[config.mk]
export PLATFORM = sky130hd
export DESIGN_NAME = mem_arbiter
export DESIGN_NICKNAME = d
export VERILOG_FILES = /design/src/rtl/mem_arbiter_pkg.sv /design/src/rtl/mem_arb_starve_counter.sv /design/src/rtl/mem_arbiter.sv
export SDC_FILE = /design/constraint.sdc
export NUM_CORES = 1
export LEC_CHECK = 0
export BUFFER_PORTS_ARGS = -buffer_cell sky130_fd_sc_hd__buf_4
export CORE_MARGIN = 2
export CORE_UTILIZATION = 35
export CTS_CLUSTER_DIAMETER = 120
export DETAILED_ROUTE_END_ITERATION = 8
export PLACE_DENSITY = 0.77
export SLEW_MARGIN = 20
export SYNTH_ARGS = -nofsm -noshare
export SYNTH_HDL_FRONTEND = slang
export SYNTH_SLANG_ARGS = --single-unit
[constraint.sdc]
create_clock -name clk -period 2.25 [get_ports clk]
set_input_delay 0.225 -clock clk [delete_from_list [all_inputs] [get_ports clk]]
set_output_delay 0.225 -clock clk [all_outputs]
set_load 0.005 [all_outputs]
[src/rtl/mem_arbiter_pkg.sv]
// ----------------------------------------------------------------------------
// mem_arbiter_pkg
// Shared types and constants for the system RAM arbiter.
//   mem_owner_e        : who owns the read data returning next cycle
//   RAM_UNMAPPED_*     : hole in the CPU address map (0x280..0xDFF)
//   VRAM_BASE          : start of the display region scanned by the LCD reader
//   addr_is_unmapped() : true when a 12-bit address falls in the hole
// ----------------------------------------------------------------------------
package mem_arbiter_pkg;

    typedef enum logic [1:0] {
        OWNER_NONE = 2'd0,
        OWNER_CPU  = 2'd1,
        OWNER_DISP = 2'd2
    } mem_owner_e;

    localparam logic [11:0] RAM_UNMAPPED_START = 12'h280;
    localparam logic [11:0] RAM_UNMAPPED_END   = 12'hDFF;
    localparam logic [11:0] VRAM_BASE          = 12'hE00;

    function automatic logic addr_is_unmapped(input logic [11:0] addr);
        return (addr >= RAM_UNMAPPED_START) && (addr <= RAM_UNMAPPED_END);
    endfunction

endpackage

[src/rtl/mem_arb_starve_counter.sv]
// ----------------------------------------------------------------------------
// mem_arb_starve_counter
// Counts consecutive cycles a display request has been refused. Saturates at
// STARVE_LIMIT; clears on a display grant or when the display stops asking.
// Ports:
//   clk, reset_n  : clock, asynchronous active-low reset
//   disp_req      : display read request
//   disp_ready    : display granted this cycle
//   force_grant   : display has waited STARVE_LIMIT cycles and must win now
// ----------------------------------------------------------------------------
module mem_arb_starve_counter #(
    parameter int unsigned STARVE_LIMIT = 4
) (
    input  logic clk,
    input  logic reset_n,
    input  logic disp_req,
    input  logic disp_ready,
    output logic force_grant
);

    localparam logic [3:0] LIMIT = 4'(STARVE_LIMIT);

    logic [3:0] count_q;
    logic [3:0] count_d;

    always_comb begin
        count_d = count_q;
        if (!disp_req || disp_ready) begin
            count_d = 4'd0;
        end else if (count_q != LIMIT) begin
            count_d = count_q + 4'd1;
        end
    end

    always_ff @(posedge clk or negedge reset_n) begin
        if (!reset_n) begin
            count_q <= 4'd0;
        end else begin
            count_q <= count_d;
        end
    end

    // Uses the registered count, so the force decision never loops back
    // through disp_ready within the same cycle.
    assign force_grant = disp_req && (count_q == LIMIT);

endmodule

[src/rtl/mem_arbiter.sv]
// ----------------------------------------------------------------------------
// mem_arbiter
// Shares the single-port 4-bit system RAM (synchronous read, 1-cycle latency)
// between the CPU memory path and the LCD scan-out reader. The CPU has fixed
// priority; a starvation counter forces a display grant after STARVE_LIMIT
// refused cycles.
//
// Ports:
//   clk, reset_n                       : clock, asynchronous active-low reset
//   cpu_req/cpu_write_en/cpu_addr/
//   cpu_write_data                     : CPU access request
//   cpu_ready                          : CPU access accepted this cycle
//   cpu_read_valid/cpu_read_data       : CPU read return (1 cycle after grant)
//   disp_req/disp_addr                 : display read request
//   disp_ready                         : display access accepted this cycle
//   disp_read_valid/disp_read_data     : display read return
//   mem_addr/mem_write_en/
//   mem_write_data/mem_read_data       : RAM interface
//   starve_active                      : forced display grant this cycle
//   range_err (MEM_ARB_RANGE_CHECK_EN) : CPU access to the unmapped hole
//
// Build option MEM_ARB_RANGE_CHECK_EN: CPU accesses to 0x280..0xDFF are
// accepted but never written, reads of them return 0, and range_err pulses
// on acceptance. Without it every address goes straight to the RAM.
// ----------------------------------------------------------------------------
module mem_arbiter
    import mem_arbiter_pkg::*;
#(
    parameter int unsigned STARVE_LIMIT = 4,
    parameter int unsigned ADDR_WIDTH   = 12,
    parameter int unsigned DATA_WIDTH   = 4
) (
    input  logic                  clk,
    input  logic                  reset_n,
    input  logic                  cpu_req,
    input  logic                  cpu_write_en,
    input  logic [ADDR_WIDTH-1:0] cpu_addr,
    input  logic [DATA_WIDTH-1:0] cpu_write_data,
    output logic                  cpu_ready,
    output logic                  cpu_read_valid,
    output logic [DATA_WIDTH-1:0] cpu_read_data,
    input  logic                  disp_req,
    input  logic [ADDR_WIDTH-1:0] disp_addr,
    output logic                  disp_ready,
    output logic                  disp_read_valid,
    output logic [DATA_WIDTH-1:0] disp_read_data,
    output logic [ADDR_WIDTH-1:0] mem_addr,
    output logic                  mem_write_en,
    output logic [DATA_WIDTH-1:0] mem_write_data,
    input  logic [DATA_WIDTH-1:0] mem_read_data,
    output logic                  starve_active
`ifdef MEM_ARB_RANGE_CHECK_EN
    ,
    output logic                  range_err
`endif
);

    logic                  force_grant;
    logic                  cpu_xfer;
    logic                  disp_xfer;
    logic                  cpu_unmapped;
    logic                  rd_blank;
    logic [ADDR_WIDTH-1:0] addr_q;
    mem_owner_e            rd_owner_q;
    mem_owner_e            rd_owner_d;

    mem_arb_starve_counter #(
        .STARVE_LIMIT (STARVE_LIMIT)
    ) u_starve (
        .clk         (clk),
        .reset_n     (reset_n),
        .disp_req    (disp_req),
        .disp_ready  (disp_ready),
        .force_grant (force_grant)
    );

    // Arbitration: CPU first unless the display has starved long enough.
    assign cpu_ready     = cpu_req && !force_grant;
    assign disp_ready    = disp_req && (force_grant || !cpu_req);
    assign starve_active = force_grant;
    assign cpu_xfer      = cpu_req && cpu_ready;
    assign disp_xfer     = disp_req && disp_ready;

`ifdef MEM_ARB_RANGE_CHECK_EN
    logic rd_blank_q;

    assign cpu_unmapped = addr_is_unmapped(12'(cpu_addr));
    assign range_err    = cpu_xfer && cpu_unmapped;
    assign rd_blank     = rd_blank_q;

    // Marks a CPU read of the unmapped hole so its return data is zeroed.
    always_ff @(posedge clk or negedge reset_n) begin
        if (!reset_n) begin
            rd_blank_q <= 1'b0;
        end else begin
            rd_blank_q <= cpu_xfer && !cpu_write_en && cpu_unmapped;
        end
    end
`else
    assign cpu_unmapped = 1'b0;
    assign rd_blank     = 1'b0;
`endif

    // RAM side. The address holds its last granted value when idle so the RAM
    // sees no spurious toggling. The write strobe is gated by reset so a
    // request held during reset cannot corrupt memory.
    assign mem_addr       = cpu_xfer  ? cpu_addr  :
                            disp_xfer ? disp_addr : addr_q;
    assign mem_write_en   = reset_n && cpu_xfer && cpu_write_en && !cpu_unmapped;
    assign mem_write_data = cpu_write_data;

    always_comb begin
        rd_owner_d = OWNER_NONE;
        if (cpu_xfer && !cpu_write_en) begin
            rd_owner_d = OWNER_CPU;
        end else if (disp_xfer) begin
            rd_owner_d = OWNER_DISP;
        end
    end

    always_ff @(posedge clk or negedge reset_n) begin
        if (!reset_n) begin
            addr_q     <= '0;
            rd_owner_q <= OWNER_NONE;
        end else begin
            addr_q     <= mem_addr;
            rd_owner_q <= rd_owner_d;
        end
    end

    // Read return: only the owner sees RAM data; the other side reads zero.
    assign cpu_read_valid  = (rd_owner_q == OWNER_CPU);
    assign disp_read_valid = (rd_owner_q == OWNER_DISP);
    assign cpu_read_data   = (cpu_read_valid && !rd_blank) ? mem_read_data : '0;
    assign disp_read_data  = disp_read_valid ? mem_read_data : '0;

endmodule
Word level (Yosys, flattened, before mapping)
Cells that the tools add are included.

operators by class
  add/subtract/negate cells = 1
  equality and inequality tests = 4
  mux-type cells = 8
  reductions and logical operators = 15

operators by type and width
  operator                                                         number
  12-bit 2-to-1 mux                                                2
  4-bit 2-to-1 mux                                                 4
  1-bit logical AND                                                8
  4-bit by 1-bit adder with 4-bit output, second input constant    1
  4-bit by 3-bit == test with 1-bit output, second input constant  1
  1-bit zero test                                                  4
  2-bit 2-to-1 mux                                                 2
  4-bit by 3-bit != test with 1-bit output, second input constant  1
  2-bit by 1-bit == test with 1-bit output, second input constant  1
  2-bit == test, second input constant                             1
  1-bit logical OR                                                 2
  2-bit nonzero test                                               1

word-level totals
  register bits after elaboration = 18
  word-level logic and storage cells = 31
  output and inout bits = 30
  input bits = 37

Logic depth before layout (Yosys ltp)
  depth after elaboration = 7
  gate-level depth with buffers = 7

By module
From an unflattened synthesis, not the netlist that was laid out.

unflattened totals
  cell total of the unflattened synthesis = 86
  area, all modules = 1093.5 µm²

modules (own cells, without submodules)
  module                  instances  sequential area each (µm²)  cells each  area each (µm²)
  mem_arbiter             1          350.3                       61          832.0
  mem_arb_starve_counter  1          100.1                       25          261.5

Worst setup path after synthesis
No wires, ideal clock.

  path kind = register -> output
  start = register u_starve.count_q[0]
  end = output mem_addr[10]
  data required time = 2025 ps
  cell stages (with the launch flop) = 7
  path slack = 796 ps
  data arrival time = 1229 ps
  path through = dfrtp_1 inv_1 ha_1 nand4b_4 clkbuf_1 nand3_1 o21ai_2

on the way
  longest elaborated chain between the ends = 7

ends and longest elaborated chain
  what                                          line                          text
  start, declared                               mem_arb_starve_counter.sv:23  logic [3:0] count_q;
  start signal, assigned                        mem_arb_starve_counter.sv:39  count_q <= count_d;
  4-bit by 3-bit == test with 1-bit output (*)  mem_arb_starve_counter.sv:45  assign force_grant = disp_req && (count_q == LIMIT);
  1-bit logical AND (*)                         mem_arb_starve_counter.sv:45
  1-bit logical OR                              mem_arbiter.sv:79             assign disp_ready = disp_req && (force_grant || !cpu_req);
  1-bit logical AND                             mem_arbiter.sv:79
  1-bit logical AND                             mem_arbiter.sv:82             assign disp_xfer = disp_req && disp_ready;
  12-bit 2-to-1 mux                             mem_arbiter.sv:108            disp_xfer ? disp_addr : addr_q;
  12-bit 2-to-1 mux (*)                         mem_arbiter.sv:107            assign mem_addr = cpu_xfer ? cpu_addr :
  end, declared                                 mem_arbiter.sv:47             output logic [ADDR_WIDTH-1:0] mem_addr,

Mark *: on every way between the ends. The rest lies on a longest branch, timed or not.

Worst setup path after layout
  start = register u_starve.count_q[0]
  end = output mem_write_en

on the way
  longest elaborated chain between the ends = 7

ends and longest elaborated chain
  what                                      line                          text
  4-bit by 3-bit == test with 1-bit output  mem_arb_starve_counter.sv:45
  1-bit logical AND                         mem_arb_starve_counter.sv:45
  1-bit zero test                           mem_arbiter.sv:78             assign cpu_ready = cpu_req && !force_grant;
  1-bit logical AND                         mem_arbiter.sv:78
  1-bit logical AND                         mem_arbiter.sv:81             assign cpu_xfer = cpu_req && cpu_ready;
  1-bit logical AND (2 in a row)            mem_arbiter.sv:109            assign mem_write_en = reset_n && cpu_xfer && cpu_write_en && !cpu_unmapped;
  end, declared                             mem_arbiter.sv:48             output logic mem_write_en,

Every way passes these cells.

==> impl_metrics.csv <==
group,metric,value,unit
outcome,status,"completed",
detailed_routing,ant_nets,0,
sta,finalClockSkew,3.52,ps
sta,finalCritPeriodShare,89.5,%
cells_and_area,final_layout_size_suffix_gt1_share,51.7,%
critical_path,worstSetupPathType,"reg2out",
clock_network,root_buffer,"clkbuf_4",
cells_and_area,post-route-util,54.4,%
sta,finalMaxSlewViolations,0,
synthesis,ys_seq_area_share,45.5,%
global_route,antenna_found_initial,0,
detailed_routing,vias,894,
flow_run,cap_violations,0,
critical_path,cpPeakStageDelay,400,ps
place,post-dp-hpwl,1840,µm
power_and_ir_drop,ir_worst_vdd,0.343,mV
place,place_area,1400,µm²
detailed_routing,via_per_inst,4.91,
sta,final.setup.worst_slack,236,ps
synthesis,synth_common_cells,"18 x dfrtp_1, 14 x nand3_1, 12 x mux2i_1, 10 x and2_1, 9 x o21ai_2",
clock_network,worstSkewPairLatency,290,ps
global_route,grt_pass1_wl,3960,µm
critical_path,reg2reg_depth,6,
die,core.rowCount,19,
sta,hold_viol,0,
synthesis,yosys-top-cells-area,"dfrtp_1 46%, mux2i_1 12%, o21ai_2 8.0%, nand3_1 7.1%, and2_1 6.3%",
critical_path,crit_required,2030,ps
clock_network,clkTransAtPathRegs,100,ps
synthesis,synth_edf_count,0,
clock_network,htreeDepth,1,
sta,finalSetupViolations,0,
die,die_w,57.2,µm
synthesis,synth-main-ff-cell,"dfrtp_1",
synthesis,syn_area,990,µm²
sta,max_freq,497,MHz
critical_path,crit_path_top_delay_cell,"dfrtp_1",
synthesis,yosysUniqueCellTypes,20,
sta,fin_crit,2010,ps
critical_path,path_depth,7,
critical_path,r2r_start,"u_starve.count_q[0]$_DFFE_PN0P_",
global_route,grt_pass1_vias,907,
sta,fin_setup_tns,0,ps
sta,worst_slew_margin_rel,76.0,%
synthesis,yosys_warnings,0,
critical_path,rr_endpoint,"addr_q[1]$_DFF_PN0_",
die,die_h,57.2,µm
detailed_routing,totalWireLength,2390,µm
synthesis,synth_top_area_cell,"dfrtp_1",
synthesis,yosys.cell_count.top_type,"dfrtp_1",
place,io_buffers,58,
critical_path,crit_chain,"inv_1 -> ha_1 -> nand4b_4 -> nand2_2 -> inv_2 -> and3_1 -> buf_4",
clock_network,cts_tree,"done",
critical_path,start_kind,"flop",
critical_path,worstPathMaxFanout,15,
critical_path,cp.arrival,1790,ps
place,gp_congestion,0.719,
detailed_routing,drt_iter0_markers,17,
synthesis,synth_nets,132,
global_route,grt_max_degree,20,
cells_and_area,n_antenna_cell,0,
power_and_ir_drop,p_leak,0.780,nW
die,core_area,2710,µm²
sta,rsz0062_at_grt,"false",
detailed_routing,drc_errors,0,
sta,worst_slew_pin_slew,359,ps
cells_and_area,stdcell_count,182,
critical_path,path_buf_inv,3,
synthesis,synth_seq_cells,18,
die,dieArea,3270,µm²
detailed_routing,avgRoutedWirePerCell,13.1,µm
place,placed_cells,173,
synthesis,synthArstFlopShare,100,%
global_route,track_usage,15.0,%
cells_and_area,fin_area,1480,µm²
synthesis,synthCells,93,
hold_path,min_path_cells,2,
power_and_ir_drop,powerDensity,496,nW/µm²
clock_network,cts_sinks,18,
place,pre_cts_ws,349,ps
die,start_util,36.5,%
critical_path,startpoint,"u_starve.count_q[0]$_DFFE_PN0P_",
critical_path,path_delay_family,"buffers and inverters",
critical_path,end_kind,"primary output",
critical_path,crit_end,"mem_write_en",
clock_network,cts.path.max_buffers,2,
cells_and_area,nets,191,
hold_path,worstHoldPathType,"in2reg",
synthesis,yosysTopAreaCellShare,45.5,%
synthesis,syn_avg_cell_area,10.6,µm²
clock_network,cts_buffers,3,
critical_path,reg2reg_setup_slack,780,ps
cells_and_area,area_delta_synth_final,49.1,%
detailed_routing,dr.pass1.iters,4,
die,pin_count,67,
global_route,overflow,0,
==> cell usage in the layout, fill, tap and decap left out, drive strengths merged, types with 2 or more instances in the layout <==
master   n
ha       2
buf     62
nor2b    2
inv      4
mux2i   12
o21ai   12
nor2     4
and2    10
nand3   14
dfrtp   18
clkbuf   4
and3     2
==> how the worst min path moves through the flow <==
stage | start | end
2_1_floorplan | reset_n | addr_q[0]$_DFF_PN0_
3_3_place_gp | reset_n | addr_q[2]$_DFF_PN0_
3_5_place_dp | reset_n | addr_q[2]$_DFF_PN0_
4_1_cts | cpu_write_en | rd_owner_q[0]$_DFF_PN0_
5_1_grt | cpu_write_en | rd_owner_q[0]$_DFF_PN0_
6_report | cpu_write_en | rd_owner_q[0]$_DFF_PN0_
==> flip-flops by register name, indices dropped and copies added, names as in the netlist <==
signal and flops:
u_starve.count_q 4, rd_owner_q 2, addr_q 12
==> logic make-up (layout without fill, tap and decap cells) <==
| group | after synthesis | in the layout | share of synthesized area (%) |
|---|---|---|---|
| flops | 18 | 18 | 45.5 |
| buf+inv | 13 | 71 | 8.09 |
| compound gates | 12 | 12 | 9.48 |
| xor+xnor | 2 | 2 | 1.77 |
| mux | 12 | 12 | 12.1 |
| simple gates | 34 | 34 | 20.5 |
| fa+ha+maj | 2 | 2 | 2.53 |
==> power breakdown <==
part           leakage (nW)  internal, W  switching, W  total, W
Clock                0.0210    0.0000984     0.0000978  0.000196
Sequential            0.225     0.000347    0.00000799  0.000355
Combinational         0.534     0.000103     0.0000772  0.000180
Total                 0.780     0.000548      0.000183  0.000731
==> layer usage <==
metal | wire length (µm) | global-route usage (%)
met1 | 945 | 17.3
met2 | 1190 | 27.8
met3 | 247 | 3.40
met4 | 14 | 3.99
met5 | 0 | 0
==> cell type report <==
cell class,instances,area (µm²)
well taps,31,38.8
multi-input cells,62,459
inverters,4,15.0
repair buffers,63,475
clock buffers,4,36.3
fillers,254,1230
flip-flops and latches,18,450
==> stage by stage <==
stage	hold WS (ps)	total power [W]
floorplan	-70.6	0.000443
global placement	107	0.000537
detailed placement	111	0.000542
CTS	71.9	0.000741
global route	67.9	0.000774
finish	81.0	0.000731
==> worst register-to-register path, cell delays in order, from the launching register on <==
cell	delay, ps
dfrtp_1	400
inv_1	60
ha_1	230
nand4b_4	130
nand2_2	90
inv_2	290
o21ai_1	160
==> what timing repair did <==
action                     CTS  global route
buffers inserted             0             4
gates resized for setup      0             3
hold buffers                 1             0
hold endpoints to repair    18             0
setup endpoints to repair    0            12
(Power assumes the default switching activity.)
